## src/rtl/segasys1_snd_pkg.sv

```systemverilog
// Shared types and widths for the System 1 sound command latch.
//   snd_state_t : NMI sequencer states
//   CMD_W       : command byte width
//   CNT_W       : NMI pulse counter width
package segasys1_snd_pkg;

    localparam int CMD_W = 8;
    localparam int CNT_W = 8;

    typedef enum logic [1:0] {
        IDLE    = 2'd0,
        PULSE   = 2'd1,
        WAIT_RD = 2'd2
    } snd_state_t;

endpackage

```

## src/rtl/segasys1_cmdfifo.sv

```systemverilog
// Small command FIFO between the main CPU and the sound CPU.
// Ports:
//   clk48M, reset_n : clock, asynchronous active-low reset
//   push, din       : enqueue din (dropped when full, unless popping the same cycle)
//   pop             : dequeue head (ignored when empty)
//   dout            : combinational head entry
//   empty, full     : occupancy flags
module segasys1_cmdfifo
    import segasys1_snd_pkg::*;
#(
    parameter int AW = 2
) (
    input  logic             clk48M,
    input  logic             reset_n,
    input  logic             push,
    input  logic             pop,
    input  logic [CMD_W-1:0] din,
    output logic [CMD_W-1:0] dout,
    output logic             empty,
    output logic             full
);

    localparam int            DEPTH    = 1 << AW;
    localparam logic [AW:0]   FULL_CNT = (AW+1)'(DEPTH);

    logic [CMD_W-1:0] mem [DEPTH];
    logic [AW-1:0]    wr_ptr;
    logic [AW-1:0]    rd_ptr;
    logic [AW:0]      count;
    logic             do_push;
    logic             do_pop;

    assign empty   = (count == '0);
    assign full    = (count == FULL_CNT);
    assign do_pop  = pop & ~empty;
    // When full, a push is accepted only if the head leaves on the same edge.
    assign do_push = push & (~full | do_pop);
    assign dout    = mem[rd_ptr];

    always_ff @(posedge clk48M or negedge reset_n) begin
        if (!reset_n) begin
            wr_ptr <= '0;
            rd_ptr <= '0;
            count  <= '0;
            for (int i = 0; i < DEPTH; i++) begin
                mem[i] <= '0;
            end
        end else begin
            if (do_push) begin
                mem[wr_ptr] <= din;
                wr_ptr      <= wr_ptr + 1'b1;
            end
            if (do_pop) begin
                rd_ptr <= rd_ptr + 1'b1;
            end
            case ({do_push, do_pop})
                2'b10:   count <= count + 1'b1;
                2'b01:   count <= count - 1'b1;
                default: count <= count;
            endcase
        end
    end

endmodule

```

## src/rtl/segasys1_sndlatch.sv

```systemverilog
// Sound command latch for the Sega System 1 sound CPU.
// The main CPU writes a command byte on the rising edge of wr_req; the sound
// CPU is interrupted with a fixed-length active-low NMI and reads the byte.
// Build option: define SEGASYS1_SNDFIFO_EN to replace the single latch with a
// 2^FIFO_AW-entry FIFO (segasys1_cmdfifo).
// Ports:
//   clk48M, reset_n : clock, asynchronous active-low reset
//   snd_ce          : sound-CPU clock enable, times the NMI pulse
//   wr_req, wr_data : main-CPU sound request (level) and command byte
//   rd_strobe       : sound-CPU read of the command port
//   rd_data         : current command byte
//   nmi_n           : active-low NMI to the sound CPU
//   pending         : at least one unread command held
//   overrun         : sticky, a command arrived while storage was full
//
// state   | meaning
// IDLE    | no NMI in progress; start one when a command is pending
// PULSE   | nmi_n low, counting NMI_WIDTH snd_ce ticks
// WAIT_RD | pulse finished, waiting for the sound CPU to read the command
module segasys1_sndlatch
    import segasys1_snd_pkg::*;
#(
    parameter int NMI_WIDTH = 32,
    parameter int FIFO_AW   = 2
) (
    input  logic             clk48M,
    input  logic             reset_n,
    input  logic             snd_ce,
    input  logic             wr_req,
    input  logic [CMD_W-1:0] wr_data,
    input  logic             rd_strobe,
    output logic [CMD_W-1:0] rd_data,
    output logic             nmi_n,
    output logic             pending,
    output logic             overrun
);

    if (NMI_WIDTH < 1 || NMI_WIDTH > 255 || FIFO_AW < 1 || FIFO_AW > 8) begin : g_param_check
        $error("segasys1_sndlatch: NMI_WIDTH or FIFO_AW out of range");
    end

    localparam logic [CNT_W-1:0] CNT_LAST = CNT_W'(NMI_WIDTH - 1);

    snd_state_t       state_q, state_nx;
    logic [CNT_W-1:0] cnt_q, cnt_nx;
    logic             rd_done_q, rd_done_nx;
    logic             wr_q;
    logic             wr_ev;
    logic             rd_ev;
    logic             ovr_set;

    assign wr_ev = wr_req & ~wr_q;
    // Reads with nothing held are ignored entirely.
    assign rd_ev = rd_strobe & pending;

`ifdef SEGASYS1_SNDFIFO_EN
    logic [CMD_W-1:0] fifo_dout;
    logic             fifo_empty;
    logic             fifo_full;
    logic [CMD_W-1:0] last_q;

    segasys1_cmdfifo #(
        .AW (FIFO_AW)
    ) u_fifo (
        .clk48M  (clk48M),
        .reset_n (reset_n),
        .push    (wr_ev),
        .pop     (rd_ev),
        .din     (wr_data),
        .dout    (fifo_dout),
        .empty   (fifo_empty),
        .full    (fifo_full)
    );

    assign pending = ~fifo_empty;
    assign ovr_set = wr_ev & fifo_full & ~rd_ev;
    // Once drained, the FIFO head slot is stale; show the byte last read instead.
    assign rd_data = pending ? fifo_dout : last_q;

    always_ff @(posedge clk48M or negedge reset_n) begin
        if (!reset_n) begin
            last_q <= '0;
        end else if (rd_ev) begin
            last_q <= fifo_dout;
        end
    end
`else
    logic [CMD_W-1:0] latch_q;
    logic             pend_q;

    assign pending = pend_q;
    assign ovr_set = wr_ev & pend_q & ~rd_ev;
    assign rd_data = latch_q;

    always_ff @(posedge clk48M or negedge reset_n) begin
        if (!reset_n) begin
            latch_q <= '0;
            pend_q  <= 1'b0;
        end else begin
            if (wr_ev) begin
                latch_q <= wr_data;
            end
            // A write wins over a same-cycle read: the new byte stays pending.
            if (wr_ev) begin
                pend_q <= 1'b1;
            end else if (rd_ev) begin
                pend_q <= 1'b0;
            end
        end
    end
`endif

    always_comb begin
        state_nx   = state_q;
        cnt_nx     = cnt_q;
        rd_done_nx = rd_done_q;
        case (state_q)
            IDLE: begin
                cnt_nx     = '0;
                rd_done_nx = 1'b0;
                if (pending) begin
                    state_nx = PULSE;
                end
            end
            PULSE: begin
                // An early read is remembered so WAIT_RD does not demand another.
                if (rd_ev) begin
                    rd_done_nx = 1'b1;
                end
                if (snd_ce) begin
                    if (cnt_q == CNT_LAST) begin
                        cnt_nx   = '0;
                        state_nx = WAIT_RD;
                    end else begin
                        cnt_nx = cnt_q + 1'b1;
                    end
                end
            end
            WAIT_RD: begin
                // !pending covers a command consumed before the pulse started.
                if (rd_done_q || rd_ev || !pending) begin
                    rd_done_nx = 1'b0;
                    state_nx   = IDLE;
                end
            end
            default: begin
                cnt_nx     = '0;
                rd_done_nx = 1'b0;
                state_nx   = IDLE;
            end
        endcase
    end

    always_ff @(posedge clk48M or negedge reset_n) begin
        if (!reset_n) begin
            state_q   <= IDLE;
            cnt_q     <= '0;
            rd_done_q <= 1'b0;
            wr_q      <= 1'b0;
            nmi_n     <= 1'b1;
            overrun   <= 1'b0;
        end else begin
            state_q   <= state_nx;
            cnt_q     <= cnt_nx;
            rd_done_q <= rd_done_nx;
            wr_q      <= wr_req;
            nmi_n     <= (state_nx != PULSE);
            if (ovr_set) begin
                overrun <= 1'b1;
            end
        end
    end

endmodule

```

## config.mk

```make
export PLATFORM = sky130hd
export DESIGN_NAME = segasys1_sndlatch
export DESIGN_NICKNAME = d
export VERILOG_FILES = /design/src/rtl/segasys1_snd_pkg.sv /design/src/rtl/segasys1_cmdfifo.sv /design/src/rtl/segasys1_sndlatch.sv
export SDC_FILE = /design/constraint.sdc
export NUM_CORES = 1
export LEC_CHECK = 0
export BUFFER_PORTS_ARGS = -buffer_cell sky130_fd_sc_hd__clkbuf_2
export CAP_MARGIN = 0
export CELL_PAD_IN_SITES_DETAIL_PLACEMENT = 1
export CELL_PAD_IN_SITES_GLOBAL_PLACEMENT = 1
export CORE_ASPECT_RATIO = 1.4
export CORE_MARGIN = 2
export CORE_UTILIZATION = 30
export DETAILED_ROUTE_END_ITERATION = 6
export GPL_ROUTABILITY_DRIVEN = 0
export PLACE_DENSITY_LB_ADDON = 0.25
export SYNTH_ARGS = -nofsm -noshare
export SYNTH_HDL_FRONTEND = slang
export SYNTH_SLANG_ARGS = --single-unit
```

## constraint.sdc

```tcl
create_clock -name clk48M -period 1.3 [get_ports clk48M]
set_clock_uncertainty 0.05 [all_clocks]
set_input_delay 0.13 -clock clk48M [delete_from_list [all_inputs] [get_ports clk48M]]
set_output_delay 0.13 -clock clk48M [all_outputs]
set_load 0.005 [all_outputs]
```

==> summary.txt, run 1 <==
Finish
  • Syn-to-layout area delta: 41.6%
  • Most frequent cells in the layout: 23 x clkbuf_2, 22 x dfrtp_1, 17 x buf_4
  • Fin nets: 145
  • Ant. Diodes: 0
  • Share of cells above drive strength 1: 0.500
  • Most common cell after layout, fill and taps aside: clkbuf_2

Synth
  • EDFF count, synth: 0
  • Mapped cell area: 985 um2
  • Yosys Warn Count: 0
  • Synth area leader: dfrtp_1
  • Post-synth top flop: dfrtp_1
  • Syn Inst Count: 85
  • Synth Net Count: 99
  • Synth top area cells: dfrtp_1 56%, mux2_2 9.1%, o21ai_0 4.1%
  • Async set or reset register ratio after synthesis: 1.00
  • Netlist cell types: 31
  • #FFs+latches synth: 23
  • Post-synth top area share: 0.559
  • Mapped Avg Cell Area: 11.6 um2
  • Register area share after synthesis: 0.586

Global route
  • Gr usage total: 0.142
  • Initial antenna violation count: 0
  • Largest net degree at the start of global routing: 24
  • First-pass GRT wire length: 3970 um
  • Vias in the first global route: 837
  • GRT overflow: 0

Drt
  • Final routed DRC violation total: 0
  • Drt total wl: 2480 um
  • Router iterations before antenna repair: 4
  • Initial drt markers: 14
  • Vias: 826
  • Post-DR vias/cell: 4.89
  • Antenna viol nets, final: 0
  • Wire per inst: 14.7 um

Worst setup path
  • Crit path DAT: 1.61 ns
  • Slowest CP cell: dfrtp_1
  • Buffers and inverters on the worst path: 2
  • CP top delay family: flip-flops
  • Worst Setup End Kind: flip-flop
  • Worst-path cell chain: ha_2, nand4bb_1, buf_4, nor3_4, a311o_1, inv_1
  • R2R setup slack: -0.16 ns
  • R2r worst-path depth: 6
  • Worst-path fanout max: 3
  • Crit path depth: 6
  • Type of origin of the critical path: flip-flop
  • Reg-to-reg endpoint: state_q[0]
  • Req. time, crit path: 1.45 ns
  • Crit Path Category: reg2reg
  • Worst R2R Start: cnt_q[0]
  • Crit-path max cell delay: 0.41 ns

Floorplanning
  • Rows: 24
  • Core area: 0.00312 mm2
  • Die Y: 71.8 um
  • Starting Density: 0.315
  • Die X: 52.4 um
  • Die ar.: 0.00376 mm2
  • # IOs: 24

Min path
  • WHS Endpoint: rd_data[7]
  • HP Class: in2reg
  • Hold path startpoint: wr_data[7]
  • Hold path depth: 2

Outcome
  • Failing checks: setup timing
  • Status: finished, violations left

Placement
  • Final HPWL DP: 1670 um
  • IO Port Bufs: 23

Clock network
  • Max clock buf depth: 2
  • Num CTS Buffers: 3
  • Clk root buf: clkbuf_8
  • Sink Count: 23
  • Reg clk slew, reported paths: 0.07 ns
  • Max H-tree Level: 1
  • CTS tree: done
  • Clock Latency Late Sink: 0.25 ns

Timing
  • Setup ws final: -0.158 ns
  • Final setup vio count: 10
  • Fin. Hold Viols: 0
  • Period Utilization, post-route: 1.12
  • Setup TNS: -0.788 ns
  • Slew Viols, Final: 0
  • Max_slew headroom: 0.611
  • Worst Tran Pin Value: 0.583 ns
  • Min Tclk post-route: 1.46 ns
  • Achievable Freq: 0.686 GHz
  • Unrepaired setup endpoints after global routing: true

Power and ir drop
  • Pwr dens: 1210 mW/mm2
  • Worst vdd ir: 0.731 mV
  • Leakage: 0.635 nW
  • Pwr Total: 1.68 mW

Run
  • Max-cap violation count: 0
-- report_power, final --
group	internal (mW)	leakage (nW)	switching (mW)
combinational	0.218	0.338	0.159
clock	0.218	0.0228	0.206
sequential	0.803	0.275	0.0796
-- cells in the mapped netlist (all sizes together) (2+ instances only) --
library cell / count
o21ai: 10
mux2: 8
nor2: 5
and3: 2
a31oi: 2
nand2b: 3
nand3: 2
nand2: 10
dfrtp: 22
inv: 3
-- through the flow --
step / std cells / instance area (um2) / utilization / hold WS, ns / setup slack [ns]
6_report: 169 / 1390 / 0.446 / 0.0578 / -0.158
2_1_floorplan: 85 / 996 / - / -0.216 / -0.0297
3_5_place_dp: 156 / 1230 / 0.394 / 0.108 / -0.117
3_3_place_gp: 156 / 1230 / 0.394 / 0.101 / -0.0553
4_1_cts: 168 / 1370 / 0.438 / 0.0486 / -0.0955
5_1_grt: 169 / 1390 / 0.446 / 0.0429 / -0.238
-- cells by family after synthesis --
logic type	Yosys count	share of synthesized area
xor gates and xnor gates	1	0.00890
AOI/OAI and AO/OA	19	0.119
adders and majority gates	1	0.0127
and+or+nand+nor	29	0.165
muxes	8	0.0915
DFF	23	0.586
buffers and inverters	4	0.0165
-- cell type report --
| cell class | count | area [um2] |
|---|---|---|
| fill | 362 | 1730 |
| inverter | 3 | 11.3 |
| sequential | 23 | 577 |
| clock buffer | 4 | 45.0 |
| multi-input combinational | 58 | 449 |
| tap | 39 | 48.8 |
| timing repair buffer | 42 | 263 |
-- worst max path at each step --
stage                         from          to  slack, ns
final                     cnt_q[0]  state_q[0]      -0.16
after CTS                 cnt_q[0]    cnt_q[7]       -0.1
after global routing      cnt_q[1]  state_q[0]      -0.24
after floorplan           cnt_q[0]    cnt_q[3]      -0.03
after global placement    cnt_q[1]    cnt_q[3]      -0.06
after detailed placement  cnt_q[0]    cnt_q[3]      -0.12
-- state kept, by name, indices dropped and copies added (netlist names) --
name and flops:
cnt_q 8, overrun 1, state_q 2, wr_q 1, pending 1, nmi_n 1, rd_done_q 1, rd_data 8
-- routing by layer --
layer  track usage  part of all wire  up-vias
li1              -                 -      395
met1         0.171              0.42      404
met2         0.257              0.53       25
met3        0.0188             0.045        2
met4        0.0427            0.0040        0
met5             0                 0        -
-- repair_timing --
| action | in CTS | in global routing |
|---|---|---|
| setup endpoints to repair | 9 | 11 |
| buffers inserted | 6 | 1 |
| gates resized for setup | 7 | 6 |
| hold endpoints to repair | 23 | 0 |
| hold buffers | 2 | 0 |
| pin swaps | 2 | 2 |
No activity file was read; power rests on OpenSTA's default activity.
==> run 2: changes to the inputs <==
--- a/config.mk
+++ b/config.mk
@@ -14,7 +14,9 @@
 export CORE_UTILIZATION = 30
 export DETAILED_ROUTE_END_ITERATION = 6
 export GPL_ROUTABILITY_DRIVEN = 0
+export HOLD_SLACK_MARGIN = 0.08
 export PLACE_DENSITY_LB_ADDON = 0.25
 export SYNTH_ARGS = -nofsm -noshare
 export SYNTH_HDL_FRONTEND = slang
+export SYNTH_HIERARCHICAL = 1
 export SYNTH_SLANG_ARGS = --single-unit
==> summary.txt, run 2 <==
Synth
  • Synth top area cells: dfrtp_1 56%, mux2_2 9.1%, o21ai_0 4.1%
  • Async set or reset register ratio after synthesis: 1.00 (unchanged)
  • #FFs+latches synth: 23 (unchanged)
  • Netlist cell types: 31 (unchanged)
  • Yosys Warn Count: 6 (+6)
  • Syn Inst Count: 85 (unchanged)
  • Mapped Avg Cell Area: 11.6 um2 (unchanged)
  • Register area share after synthesis: 0.586 (unchanged)
  • Mapped cell area: 985 um2 (unchanged)
  • EDFF count, synth: 0 (unchanged)
  • Count leader, synth: dfrtp_1
  • Synth area leader: dfrtp_1
  • Synth Net Count: 99 (unchanged)
  • Post-synth top flop: dfrtp_1
  • Commonest cells in the netlist: 22 x dfrtp_1, 10 x nand2_1, 8 x mux2_2, 8 x o21ai_0, 5 x nor2_1
  • Post-synth top area share: 0.559 (unchanged)

Finish
  • Most frequent cells in the layout: 23 x clkbuf_2, 22 x dfrtp_1, 16 x buf_4
  • Most common cell after layout, fill and taps aside: clkbuf_2
  • Fin nets: 153 (+5.5%)
  • Fillers: 353 (-2.5%)
  • Share of cells above drive strength 1: 0.464 (-0.0362)
  • Ant. Diodes: 0 (unchanged)
  • Syn-to-layout area delta: 49.9%

Clock network
  • CTS tree: done
  • Clk root buf: clkbuf_8
  • Reg clk slew, reported paths: 0.07 ns (about the same)
  • Max H-tree Level: 1 (unchanged)
  • Num CTS Buffers: 3 (unchanged)
  • Sink Count: 23 (unchanged)
  • Max clock buf depth: 2 (unchanged)
  • Clock Latency Late Sink: 0.25 ns (about the same)

Drt
  • Router iterations before antenna repair: 4 (unchanged)
  • WL met3: 101 um (-9.8%)
  • Antenna viol nets, final: 0 (unchanged)
  • Met1 WL: 1080 um (+4.4%)
  • Vias: 838 (+1.5%)
  • DR top layer: met4
  • Met2 routed WL: 1410 um (+6.2%)
  • Wire per inst: 14.7 um (about the same)
  • Initial drt markers: 9 (-5)
  • Drt total wl: 2600 um (+4.7%)
  • Post-DR vias/cell: 4.73 (-3.1%)
  • Final routed DRC violation total: 0 (unchanged)

Worst setup path
  • CP endpoint: state_q[0]
  • Worst R2R Start: cnt_q[0]
  • Reg-to-reg endpoint: state_q[0]
  • Worst Setup End Kind: flip-flop
  • CP top delay family: flip-flops
  • Worst-path fanout max: 3 (unchanged)
  • Worst-path cell chain: ha_2, nand4bb_1, buf_4, nor3_4, a311o_1, inv_1
  • Req. time, crit path: 1.45 ns (about the same)
  • Crit-path max cell delay: 0.41 ns (about the same)
  • Crit path launch: cnt_q[0]
  • Crit path depth: 6 (unchanged)
  • Crit path DAT: 1.61 ns (about the same)
  • R2r worst-path depth: 6 (unchanged)
  • Crit Path Category: reg2reg
  • Buffers and inverters on the worst path: 2 (unchanged)
  • Type of origin of the critical path: flip-flop
  • R2R setup slack: -0.16 ns (about the same)
  • Slowest CP cell: dfrtp_1

Global route
  • Largest net degree at the start of global routing: 24 (unchanged)
  • Initial antenna violation count: 0 (unchanged)
  • Gr usage total: 0.149 (+0.00678)
  • Vias in the first global route: 882 (+5.4%)
  • GRT overflow: 0 (unchanged)
  • First-pass GRT wire length: 4130 um (+4.2%)

Timing
  • Slew Viols, Final: 0 (unchanged)
  • Worst Tran Pin Value: 0.579 ns (-0.00473 ns)
  • Period Utilization, post-route: 1.12 (-0.00187)
  • Max_slew headroom: 0.614 (+0.00315)
  • Min Tclk post-route: 1.46 ns (-0.00244 ns)
  • Final setup vio count: 10 (unchanged)
  • Unrepaired setup endpoints after global routing: true
  • Setup ws final: -0.156 ns (+0.00244 ns)
  • Achievable Freq: 0.687 GHz (+0.17%)
  • Fin. Hold Viols: 0 (unchanged)

Floorplanning
  • Core area: 0.00312 mm2 (unchanged)
  • Die X: 52.4 um (unchanged)
  • # IOs: 24 (unchanged)
  • Starting Density: 0.315 (unchanged)
  • Die ar.: 0.00376 mm2 (unchanged)
  • Die Y: 71.8 um (unchanged)
  • Rows: 24 (unchanged)

Outcome
  • Failing checks: setup timing
  • Status: finished, violations left

Min path
  • Hold path startpoint: snd_ce
  • Hold path depth: 2 (unchanged)
  • HP Class: in2reg

Power and ir drop
  • Pwr Total: 1.71 mW (+1.5%)
  • Pwr dens: 1160 mW/mm2 (-4.2%)
  • Leakage: 0.667 nW (+5.1%)
  • Worst vdd ir: 0.746 mV (+2.1%)

Placement
  • Final HPWL DP: 1670 um (unchanged)
  • IO Port Bufs: 23 (unchanged)
  • Place WS: -0.117 ns (unchanged)

Run
  • Max-cap violation count: 0 (unchanged)
==> run 2: cell counts after synthesis <==
No cell type changed its count.
==> run 2: routing by layer <==
| metal | GRT usage | vias up |
|---|---|---|
| met5 | 0 | - |
| met4 | 0.0427 | 0 |
| met3 | 0.0188 | 2 |
| met2 | 0.282 | 25 |
| met1 | 0.168 | 402 |
| li1 | - | 409 |
==> run 2: worst min path at each step <==
| stage | to |
|---|---|
| after CTS | nmi_n |
| after global placement | wr_q |
| final | nmi_n |
| after floorplan | cnt_q[0] |
| after global routing | nmi_n |
| after detailed placement | rd_data[3] |
==> run 2: worst reg2reg max path: stages, from the launching register on <==
cell	delay (ns)
dfrtp_1	0.41
ha_2	0.20
nand4bb_1	0.13
buf_4	0.15
nor3_4	0.04
a311o_1	0.37
inv_1	0.06
==> run 2: where the power goes <==
group	total (mW)	internal, mW	switching, mW
Clock	0.424	0.218	0.206
Combinational	0.401	0.236	0.165
Sequential	0.883	0.803	0.0803
Total	1.71	1.26	0.452
==> run 2: area by class of cell <==
class	count	area, um2	share of cell area
clock buffer	4	45.0	0.0305
inverter	3	11.3	0.00763
multi-input combinational	58	449	0.304
sequential	23	577	0.391
tap	39	48.8	0.0331
timing repair buffer	50	345	0.234
==> run 2: cell families after synthesis <==
logic type | Yosys count | synth area share
and+or+nand+nor | 29 | 0.165
buffers and inverters | 4 | 0.0165
muxes | 8 | 0.0915
xor gates and xnor gates | 1 | 0.00890
adders and majority gates | 1 | 0.0127
AOI/OAI and AO/OA | 19 | 0.119
DFF | 23 | 0.586
==> run 2: timing repair <==
| action | CTS | global route |
|---|---|---|
| setup endpoints to repair | 9 | 10 |
| buffers inserted | 6 | 0 |
| hold buffers | 11 | 0 |
| pin swaps | 2 | 2 |
| gates resized for setup | 7 | 6 |
| endpoints found under the hold margin | 32 | 0 |
==> run 2: per-stage QoR <==
stage / area [um2] / utilization / std cells / hold WS (ns) / setup TNS [ns]
2_1_floorplan: 996 / - / 85 / -0.216 / -0.0594
3_3_place_gp: 1230 / 0.394 / 156 / 0.101 / -0.144
3_5_place_dp: 1230 / 0.394 / 156 / 0.108 / -0.502
4_1_cts: 1460 / 0.467 / 177 / 0.205 / -0.497
5_1_grt: 1480 / 0.473 / 177 / 0.239 / -1.64
6_report: 1480 / 0.473 / 177 / 0.205 / -0.784
